### src/rtl/pe_merge.sv
// Interleaves ACC_PER_FRAME accumulator words and one psum word per frame into
// a single PE input stream, with a 2-entry output buffer for backpressure.
module pe_merge #(
    parameter int DWIDTH        = 8,
    parameter int ACC_PER_FRAME = 2,
    parameter int CNT_WIDTH     = 16
) (
    input  logic                                   clk,
    input  logic                                   rst,
    input  logic [DWIDTH-1:0]                      acc_in_data,
    input  logic                                   acc_in_valid,
    output logic                                   acc_in_ready,
    input  logic [DWIDTH-1:0]                      pkt_in_data,
    input  logic                                   pkt_in_valid,
    output logic                                   pkt_in_ready,
    output logic [DWIDTH-1:0]                      out_data,
    output logic                                   out_valid,
    input  logic                                   out_ready,
    output logic                                   out_last,
    output logic [CNT_WIDTH-1:0]                   frame_count,
    output logic [$clog2(ACC_PER_FRAME+1)-1:0]     slot
);

    localparam int SW = $clog2(ACC_PER_FRAME + 1);
    localparam logic [SW-1:0] PKT_SLOT = SW'(ACC_PER_FRAME);

    logic [SW-1:0]        slot_r;
    logic [1:0]           count_r;
    logic [DWIDTH:0]      head_r;
    logic [DWIDTH:0]      tail_r;
    logic                 valid_r;
    logic [CNT_WIDTH-1:0] frame_count_r;

    logic            in_pkt_s;
    logic            space_s;
    logic            push_s;
    logic            pop_s;
    logic [DWIDTH:0] push_word_s;
    logic [1:0]      count_nxt_s;
    logic [DWIDTH:0] head_nxt_s;
    logic [DWIDTH:0] tail_nxt_s;

    // Readiness depends only on registered state and rst, never on out_ready.
    assign in_pkt_s     = (slot_r == PKT_SLOT);
    assign space_s      = (count_r != 2'd2) && !rst;
    assign acc_in_ready = space_s && !in_pkt_s;
    assign pkt_in_ready = space_s && in_pkt_s;
    assign pop_s        = valid_r && out_ready;

    // Select the input owned by the current slot and tag psum words as last.
    always_comb begin
        push_s      = 1'b0;
        push_word_s = '0;
        if (in_pkt_s) begin
            push_s      = pkt_in_valid && pkt_in_ready;
            push_word_s = {1'b1, pkt_in_data};
        end else begin
            push_s      = acc_in_valid && acc_in_ready;
            push_word_s = {1'b0, acc_in_data};
        end
    end

    // Next state of the 2-entry buffer; head is always the oldest word.
    always_comb begin
        count_nxt_s = count_r;
        head_nxt_s  = head_r;
        tail_nxt_s  = tail_r;
        case ({push_s, pop_s})
            2'b10: begin
                if (count_r == 2'd0) begin
                    head_nxt_s = push_word_s;
                end else begin
                    tail_nxt_s = push_word_s;
                end
                count_nxt_s = count_r + 2'd1;
            end
            2'b01: begin
                head_nxt_s  = tail_r;
                count_nxt_s = count_r - 2'd1;
            end
            // Push with pop only happens at count 1: the new word becomes head.
            2'b11: begin
                head_nxt_s = push_word_s;
            end
            default: begin
                count_nxt_s = count_r;
            end
        endcase
    end

    // Slot sequencing, buffer storage and frame counting.
    always_ff @(posedge clk) begin
        if (rst) begin
            slot_r        <= '0;
            count_r       <= 2'd0;
            head_r        <= '0;
            tail_r        <= '0;
            valid_r       <= 1'b0;
            frame_count_r <= '0;
        end else begin
            count_r <= count_nxt_s;
            head_r  <= head_nxt_s;
            tail_r  <= tail_nxt_s;
            valid_r <= (count_nxt_s != 2'd0);
            if (push_s) begin
                if (in_pkt_s) begin
                    slot_r        <= '0;
                    frame_count_r <= frame_count_r + {{(CNT_WIDTH-1){1'b0}}, 1'b1};
                end else begin
                    slot_r        <= slot_r + {{(SW-1){1'b0}}, 1'b1};
                    frame_count_r <= frame_count_r;
                end
            end else begin
                slot_r        <= slot_r;
                frame_count_r <= frame_count_r;
            end
        end
    end

    assign out_data    = head_r[DWIDTH-1:0];
    assign out_last    = head_r[DWIDTH];
    assign out_valid   = valid_r;
    assign frame_count = frame_count_r;
    assign slot        = slot_r;

endmodule

### config.mk
export PLATFORM = sky130hd
export DESIGN_NAME = pe_merge
export DESIGN_NICKNAME = d
export VERILOG_FILES = /design/src/rtl/pe_merge.sv
export SDC_FILE = /design/constraint.sdc
export NUM_CORES = 1
export LEC_CHECK = 0
export CORE_UTILIZATION = 49
export CTS_BUF_LIST = sky130_fd_sc_hd__clkbuf_2 sky130_fd_sc_hd__clkbuf_4 sky130_fd_sc_hd__clkbuf_8
export CTS_CLUSTER_SIZE = 14
export DETAILED_ROUTE_END_ITERATION = 10
export GPL_TIMING_DRIVEN = 0
export PLACE_DENSITY = 0.8
export SLEW_MARGIN = 15
export SYNTH_ARGS = -nofsm -noshare
export SYNTH_HDL_FRONTEND = slang
export SYNTH_SLANG_ARGS = --single-unit
### constraint.sdc
create_clock -name clk -period 2.7 [get_ports clk]
set_clock_uncertainty 0.05 [all_clocks]
set_input_delay 0.54 -clock clk [delete_from_list [all_inputs] [get_ports clk]]
set_output_delay 0.54 -clock clk [all_outputs]
set_load 0.01 [all_outputs]
==> results of run 1 <==
-- final cells by class --
cell class / instances / area share
repair buffers: 50 / 0.206
multi-input cells: 151 / 0.394
clock inverters: 3 / 0.0180
flip-flops and latches: 39 / 0.320
plain buffers: 10 / 0.0180
well taps: 46 / 0.0236
clock buffers: 5 / 0.0154
inverters: 3 / 0.00462
-- registers in the layout, indices dropped and copies added, names as in the netlist --
| register | count |
|---|---|
| slot | 2 |
| count_r | 2 |
| out_valid | 1 |
| tail_r | 9 |
| head_r | 9 |
| frame_count | 16 |
-- placed cells by master, fill, tap and decap left out, types with 2 or more instances in the layout --
| cell | netlist | routed |
|---|---|---|
| sky130_fd_sc_hd__mux2i_1 | 15 | 15 |
| sky130_fd_sc_hd__nand3_1 | 6 | 6 |
| sky130_fd_sc_hd__or3_1 | 5 | 5 |
| sky130_fd_sc_hd__nor4b_1 | 2 | 2 |
| sky130_fd_sc_hd__inv_1 | 3 | 2 |
| sky130_fd_sc_hd__and4_1 | 2 | 2 |
| sky130_fd_sc_hd__nand2_1 | 18 | 18 |
| sky130_fd_sc_hd__o21ai_0 | 15 | 15 |
| sky130_fd_sc_hd__clkbuf_1 | 7 | 3 |
| sky130_fd_sc_hd__nand2b_1 | 2 | 2 |
| sky130_fd_sc_hd__buf_2 | 2 | 2 |
| sky130_fd_sc_hd__nor2_1 | 24 | 24 |
| sky130_fd_sc_hd__nand4_1 | 3 | 3 |
| sky130_fd_sc_hd__a211oi_1 | 8 | 8 |
| sky130_fd_sc_hd__buf_1 | 2 | 2 |
| sky130_fd_sc_hd__nor2b_1 | 3 | 3 |
| sky130_fd_sc_hd__clkbuf_2 | 0 | 3 |
| sky130_fd_sc_hd__xnor2_1 | 4 | 4 |
| sky130_fd_sc_hd__clkbuf_4 | 0 | 5 |
| sky130_fd_sc_hd__o31ai_1 | 3 | 3 |
| sky130_fd_sc_hd__or4_1 | 5 | 5 |
| sky130_fd_sc_hd__ha_1 | 3 | 3 |
| sky130_fd_sc_hd__a21oi_1 | 10 | 10 |
| sky130_fd_sc_hd__xor2_1 | 3 | 3 |
| sky130_fd_sc_hd__a22o_1 | 8 | 8 |
| sky130_fd_sc_hd__dfxtp_1 | 39 | 39 |
| sky130_fd_sc_hd__and3_1 | 2 | 2 |
| sky130_fd_sc_hd__clkdlybuf4s50_1 | 0 | 49 |
-- metal layers --
metal  GRT usage  up-vias
met5           0        -
met4       0.113        0
met3      0.0547        9
met2       0.352       43
met1       0.295      799
li1            -      844
-- how the worst max path moves through the flow --
stage / start / to / slack [ps] / cells past startpoint
2_1_floorplan: rst / tail_r[0] / 560 / 9
3_3_place_gp: rst / head_r[0] / -390 / 10
3_5_place_dp: rst / tail_r[0] / -420 / 10
4_1_cts: rst / pkt_in_ready / 60 / 5
5_1_grt: pkt_in_valid / head_r[8] / 70 / 11
6_report: pkt_in_valid / out_valid / 240 / 10
-- cells in the mapped netlist, drive strengths merged, types with 2 or more instances --
library cell  count
nand4             3
and4              2
nand2            18
or4               5
a22o              8
o21ai            15
buf               4
nand2b            2
inv               3
nor2             24
and3              2
a211oi            8
o31ai             3
nor4b             2
nand3             6
a21oi            10
clkbuf            7
or3               5
dfxtp            39
xor2              3
ha                3
mux2i            15
xnor2             4
nor2b             4
-- stage by stage --
step	power, W	utilization	instances	setup TNS [ps]
global route	0.00153	0.714	307	0
finish	0.00145	0.714	307	0
global placement	0.00106	0.689	300	-6230
detailed placement	0.00107	0.689	300	-5940
floorplan	0.000905	-	204	0
CTS	0.00146	0.714	308	0
-- where the power goes --
part           internal (W)  switching (W)  total (W)  leakage [nW]
sequential         0.000641      0.0000438   0.000685         0.316
clock              0.000195       0.000204   0.000398        0.0452
combinational      0.000186       0.000181   0.000367         0.508
total               0.00102       0.000428    0.00145         0.869
-- critical path, cell delays in order --
cell	delay, ps
sky130_fd_sc_hd__clkdlybuf4s50_1	460
sky130_fd_sc_hd__and3b_1	220
sky130_fd_sc_hd__a21oi_1	150
sky130_fd_sc_hd__nor2_1	80
sky130_fd_sc_hd__inv_1	60
sky130_fd_sc_hd__ha_1	130
sky130_fd_sc_hd__clkbuf_1	390
sky130_fd_sc_hd__xnor2_1	130
sky130_fd_sc_hd__or3_1	350
sky130_fd_sc_hd__a31oi_1	170
-- cell families (layout without fill, tap and decap cells) --
kind of cell | Yosys count | after routing | synth area share
compound gates | 45 | 45 | 0.158
fa+ha+maj | 3 | 3 | 0.0209
xor+xnor | 7 | 7 | 0.0341
mux | 16 | 16 | 0.0898
simple gates | 80 | 80 | 0.232
flops | 39 | 39 | 0.435
buf+inv | 14 | 71 | 0.0306
-- repair_timing --
action                     CTS  global route
resized for setup            2             5
hold buffers                 0             0
setup endpoints to repair    3            12
==> flow_summary.toml, run 1 <==
[min_path]
worst_hold_path.num_cells = 1
min-delay-path-class = "reg -> reg"
hold_end = "frame_count[15]"
worst_min_delay_path_startpoint = "frame_count[15]"

[critical_path]
timing.critical_path.arrival_ps = 2690
end_kind = "register"
worstPathMaxFanout = 10
kind_of_critical_path = "in -> reg"
rr_startpoint = "slot[0]"
worst_setup_path_start_kind = "input port"
worstReg2RegEnd = "out_valid"
worstPathRequired_ps = 2930
reg2regPathDepth = 9
regToRegSetupSlack_ps = 360

[timing]
post-route-min-period_ps = 2460
setup_viol_count_final = 0
fmaxAchievable_mhz = 407
layout_worst_path_cycle_share = 0.910
hold_slack_ps = 429
timing_max_transition_violations_final = 0
setup_ws_ps = 243
tightestPinTransition_ps = 716
rsz0062_at_grt = "false"
timing_hold_violations_final = 0
slew_headroom = 0.519

[synth]
ys_async_rst_share = 0
yosys_warnings = 0
syn_avg_cell_area_um2 = 8.81
synth.largest_area_cell = "sky130_fd_sc_hd__dfxtp_1"
syn_inst = 204
postSynthRegisterBits = 39
synthesized_netlist_net_count = 228
seq_area_frac_synth = 0.435
postSynth.topFlopCell = "sky130_fd_sc_hd__dfxtp_1"
synth_cell_types = 35
yosysTopAreaCellShare = 0.435
area_of_the_mapped_netlist_mm2 = 0.00180
synth_edf_count = 0
synth_top_cells_by_area = "sky130_fd_sc_hd__dfxtp_1 43%, sky130_fd_sc_hd__mux2i_1 8.4%, sky130_fd_sc_hd__nor2_1 5.0%, sky130_fd_sc_hd__o21ai_0 4.2%, sky130_fd_sc_hd__a22o_1 3.9%"

[grt]
first_global_vias = 1535
grt_first_pass_wirelength_um = 6930
overflow = 0
groute.usage.overall = 0.228
grt_start_max_net_pins = 14
number_of_antenna_violations_at_the_first_check_in_global_routing = 0

[routing]
detailedRoute.firstIterationViolations = 68
route.antenna.remaining_nets = 0
drt_first_pass_iters = 4
drc_errors = 0
wl_per_cell_um = 13.4
drt_wl_total_um = 4110
route.met2.wl_um = 1910
wl_met1_um = 1930
met3_wl_um = 180
top_layer_used = "met4"
detail_route.vias_per_cell = 5.52
via_count = 1695

[final_layout]
area.growth.synth_to_final_pct = 35.7
finish.instance_area_mm2 = 0.00244
final_nets = 284
antenna-diode-count = 0
drive_above_1_share = 0.0651
multiInputGateArea_um2 = 961
seqCellArea_um2 = 781
n_fill_cell = 294

[placed_design]
pre_cts_slack_ps = -420
placedInstanceArea_mm2 = 0.00235
port-buffer-count = 50
final_wtd_congestion = 0.730
hpwl_um = 3010

[floorplanning]
die_h_um = 62.6
die_w_um = 62.6
number_of_top_level_pins = 51
core_region_area_mm2 = 0.00342
rows = 21
starting_density_of_the_core = 0.526
die_area_mm2 = 0.00391

[pwr]
power-per-cell-area_mw_per_mm2 = 595
irDropWorstVdd_uv = 461
static-leakage-power_nw = 0.869

[clocking]
clk_latency_ps = 350
tritoncts_num_sinks = 39
path_clk_slew_ps = 120
postCtsSetupBuffers = 0
cts_buffer_depth = 2
clock_tree_from_tritoncts = "built"
tritoncts.num_buffers = 5
clock-root-buffer = "sky130_fd_sc_hd__clkbuf_4"
cts_max_level = 2

[run_status]
status = "complete, no violations"

[run]
max_cap_viol_count = 0
(Power assumes the default switching activity.)
==> run 2, diff against run 1 <==
- HOLD_SLACK_MARGIN: default -> 0.1
==> results of run 2 <==
No change in the layout: final DEF, timing and power equal those of run 1.
==> run 3, diff against run 2 <==
- ABC_CLOCK_PERIOD_IN_PS: default -> 2700
- CTS_BUF_LIST: sky130_fd_sc_hd__clkbuf_2 sky130_fd_sc_hd__clkbuf_4 sky130_fd_sc_hd__clkbuf_8 -> sky130_fd_sc_hd__clkbuf_2
- SLEW_MARGIN: 15 -> 10
==> flow_summary.toml, run 3 (same netlist as run 1, synthesis figures left out) <==
[clocking]
clock-root-buffer = "sky130_fd_sc_hd__clkbuf_2"
clk_latency_ps = 390
holdBufCountCts = 0
tritoncts.num_buffers = 5
clock_tree_from_tritoncts = "built"
path_clk_slew_ps = 200
cts_buffer_depth = 2
cts_max_level = 2
tritoncts_num_sinks = 39

[critical_path]
master_of_the_slowest_instance_on_the_critical_path = "sky130_fd_sc_hd__dfxtp_1"
kind_of_critical_path = "reg -> out"
worstPathRequired_ps = 2110
kind_of_cell_with_the_highest_combined_delay_on_the_critical_path = "buffers and inverters"
path_cells = "nor2b_1 > buf_2 > nor2_1 > clkdlybuf4s50_1"
reg2regPathDepth = 9
max_stage_delay_ps = 480
timing.critical_path.arrival_ps = 1860
cp-startpoint = "slot[1]"
end_kind = "output pin"
regToRegSetupSlack_ps = 310
worstPathMaxFanout = 10
worst_setup_path_start_kind = "register"
worstReg2RegEnd = "tail_r[0]"
rr_startpoint = "slot[0]"
crit_buf_inv = 2

[timing]
tightestPinTransition_ps = 726
timing_hold_violations_final = 0
rsz0062_at_grt = "false"
fmaxAchievable_mhz = 408
setup_ws_ps = 250
timing_max_transition_violations_final = 0
hold_slack_ps = 435
layout_worst_path_cycle_share = 0.908
post-route-min-period_ps = 2450
setup_viol_count_final = 0
slew_headroom = 0.512

[placed_design]
placedInstanceArea_mm2 = 0.00235
hpwl_um = 3010
pre_cts_slack_ps = -420
final_wtd_congestion = 0.730
port-buffer-count = 50

[final_layout]
antenna-diode-count = 0
layout.cells.most_common_list = "49 x sky130_fd_sc_hd__clkdlybuf4s50_1, 39 x sky130_fd_sc_hd__dfxtp_1, 24 x sky130_fd_sc_hd__nor2_1, 18 x sky130_fd_sc_hd__nand2_1"
finish.instance_area_mm2 = 0.00243
largest_reg_flops = 16
area.growth.synth_to_final_pct = 35.2
leading_cell_type_in_the_layout_fill_and_taps_excluded = "sky130_fd_sc_hd__clkdlybuf4s50_1"
final_nets = 285
drive_above_1_share = 0.0611

[floorplanning]
die_area_mm2 = 0.00391
die_w_um = 62.6
core_region_area_mm2 = 0.00342
rows = 21
number_of_top_level_pins = 51
starting_density_of_the_core = 0.526
die_h_um = 62.6

[min_path]
min-delay-path-class = "reg -> reg"
hold_end = "frame_count[15]"
worst_hold_path.num_cells = 1
worst_min_delay_path_startpoint = "frame_count[15]"

[grt]
first_global_vias = 1547
groute.usage.overall = 0.233
number_of_antenna_violations_at_the_first_check_in_global_routing = 0
overflow = 0
grt_start_max_net_pins = 14
grt_first_pass_wirelength_um = 7130

[pwr]
share_comb_of_total_power = 0.262
internal_power_w = 0.000986
power.clock.fraction = 0.254
net-switching-power_w = 0.000431
seqPwrFrac = 0.484
power-per-cell-area_mw_per_mm2 = 583
irDropWorstVdd_uv = 631
static-leakage-power_nw = 0.865
netSwitchingFraction = 0.304

[routing]
drc_errors = 0
wl_per_cell_um = 13.6
detail_route.vias_per_cell = 5.47
via_count = 1684
drt_wl_total_um = 4200
drt_first_pass_iters = 4
detailedRoute.firstIterationViolations = 78
route.antenna.remaining_nets = 0

[run_status]
status = "complete, no violations"

[run]
max_cap_viol_count = 0
-- run 3: cell types whose count changed in the layout (fill, tap and decap cells not counted) --
cell,change
sky130_fd_sc_hd__buf_1,+1
sky130_fd_sc_hd__clkbuf_1,+1
sky130_fd_sc_hd__clkbuf_2,+4
sky130_fd_sc_hd__clkbuf_4,-5
-- run 3: worst max-delay path by stage --
stage	end	slack, ps	depth (start not counted)
after floorplan	tail_r[0]	560	9
after global placement	head_r[0]	-390	10
after detailed placement	tail_r[0]	-420	10
after CTS	pkt_in_ready	60	5
after global routing	tail_r[0]	50	9
final	acc_in_ready	250	4
-- run 3: layer usage --
metal	vias to the layer above	GRT usage	share of wire	wire, um
li1	847	-	-	-
met1	789	0.302	0.47	1960
met2	39	0.367	0.47	1980
met3	9	0.0547	0.039	164
met4	0	0.105	0.022	91
met5	-	0	0	0
-- run 3: power groups by stage --
stage | logic, W | clock network, W | registers, W
global placement | 0.000363 | 0 | 0.000697
global route | 0.000410 | 0.000394 | 0.000696
finish | 0.000372 | 0.000360 | 0.000685
floorplan | 0.000197 | 0 | 0.000709
CTS | 0.000374 | 0.000364 | 0.000686
detailed placement | 0.000367 | 0 | 0.000698
-- run 3: repair_timing --
item,CTS,global route
gates cloned,0,0
gates resized for setup,1,6
setup buffers,0,0
pin swaps,0,0
endpoints found under the setup margin,2,13
-- run 3: cell type report --
| cell class | instances | area (um2) |
|---|---|---|
| flip-flops and latches | 39 | 781 |
| plain buffers | 11 | 46.3 |
| multi-input cells | 151 | 961 |
| well taps | 46 | 57.6 |
| clock buffers | 5 | 25.0 |
| inverters | 3 | 11.3 |
| repair buffers | 50 | 503 |
| fillers | 299 | 987 |
| clock inverters | 3 | 43.8 |
-- run 3: per-stage QoR --
stage	std cells	setup TNS (ps)	util	total power [W]
global placement	300	-6230	0.689	0.00106
detailed placement	300	-5940	0.689	0.00107
finish	308	0	0.711	0.00142
CTS	308	0	0.710	0.00142
global route	308	0	0.711	0.00150
floorplan	204	0	-	0.000905
-- run 3: worst reg2reg max path: stages, from the launching register on --
cell                       delay (ps)
sky130_fd_sc_hd__dfxtp_1          480
sky130_fd_sc_hd__nand2b_1         270
sky130_fd_sc_hd__a21oi_1          120
sky130_fd_sc_hd__nor2_1           150
sky130_fd_sc_hd__ha_1             210
sky130_fd_sc_hd__nor2b_1          130
sky130_fd_sc_hd__buf_1            330
sky130_fd_sc_hd__clkbuf_2         310
sky130_fd_sc_hd__nor2_1            70
sky130_fd_sc_hd__a211oi_1         230
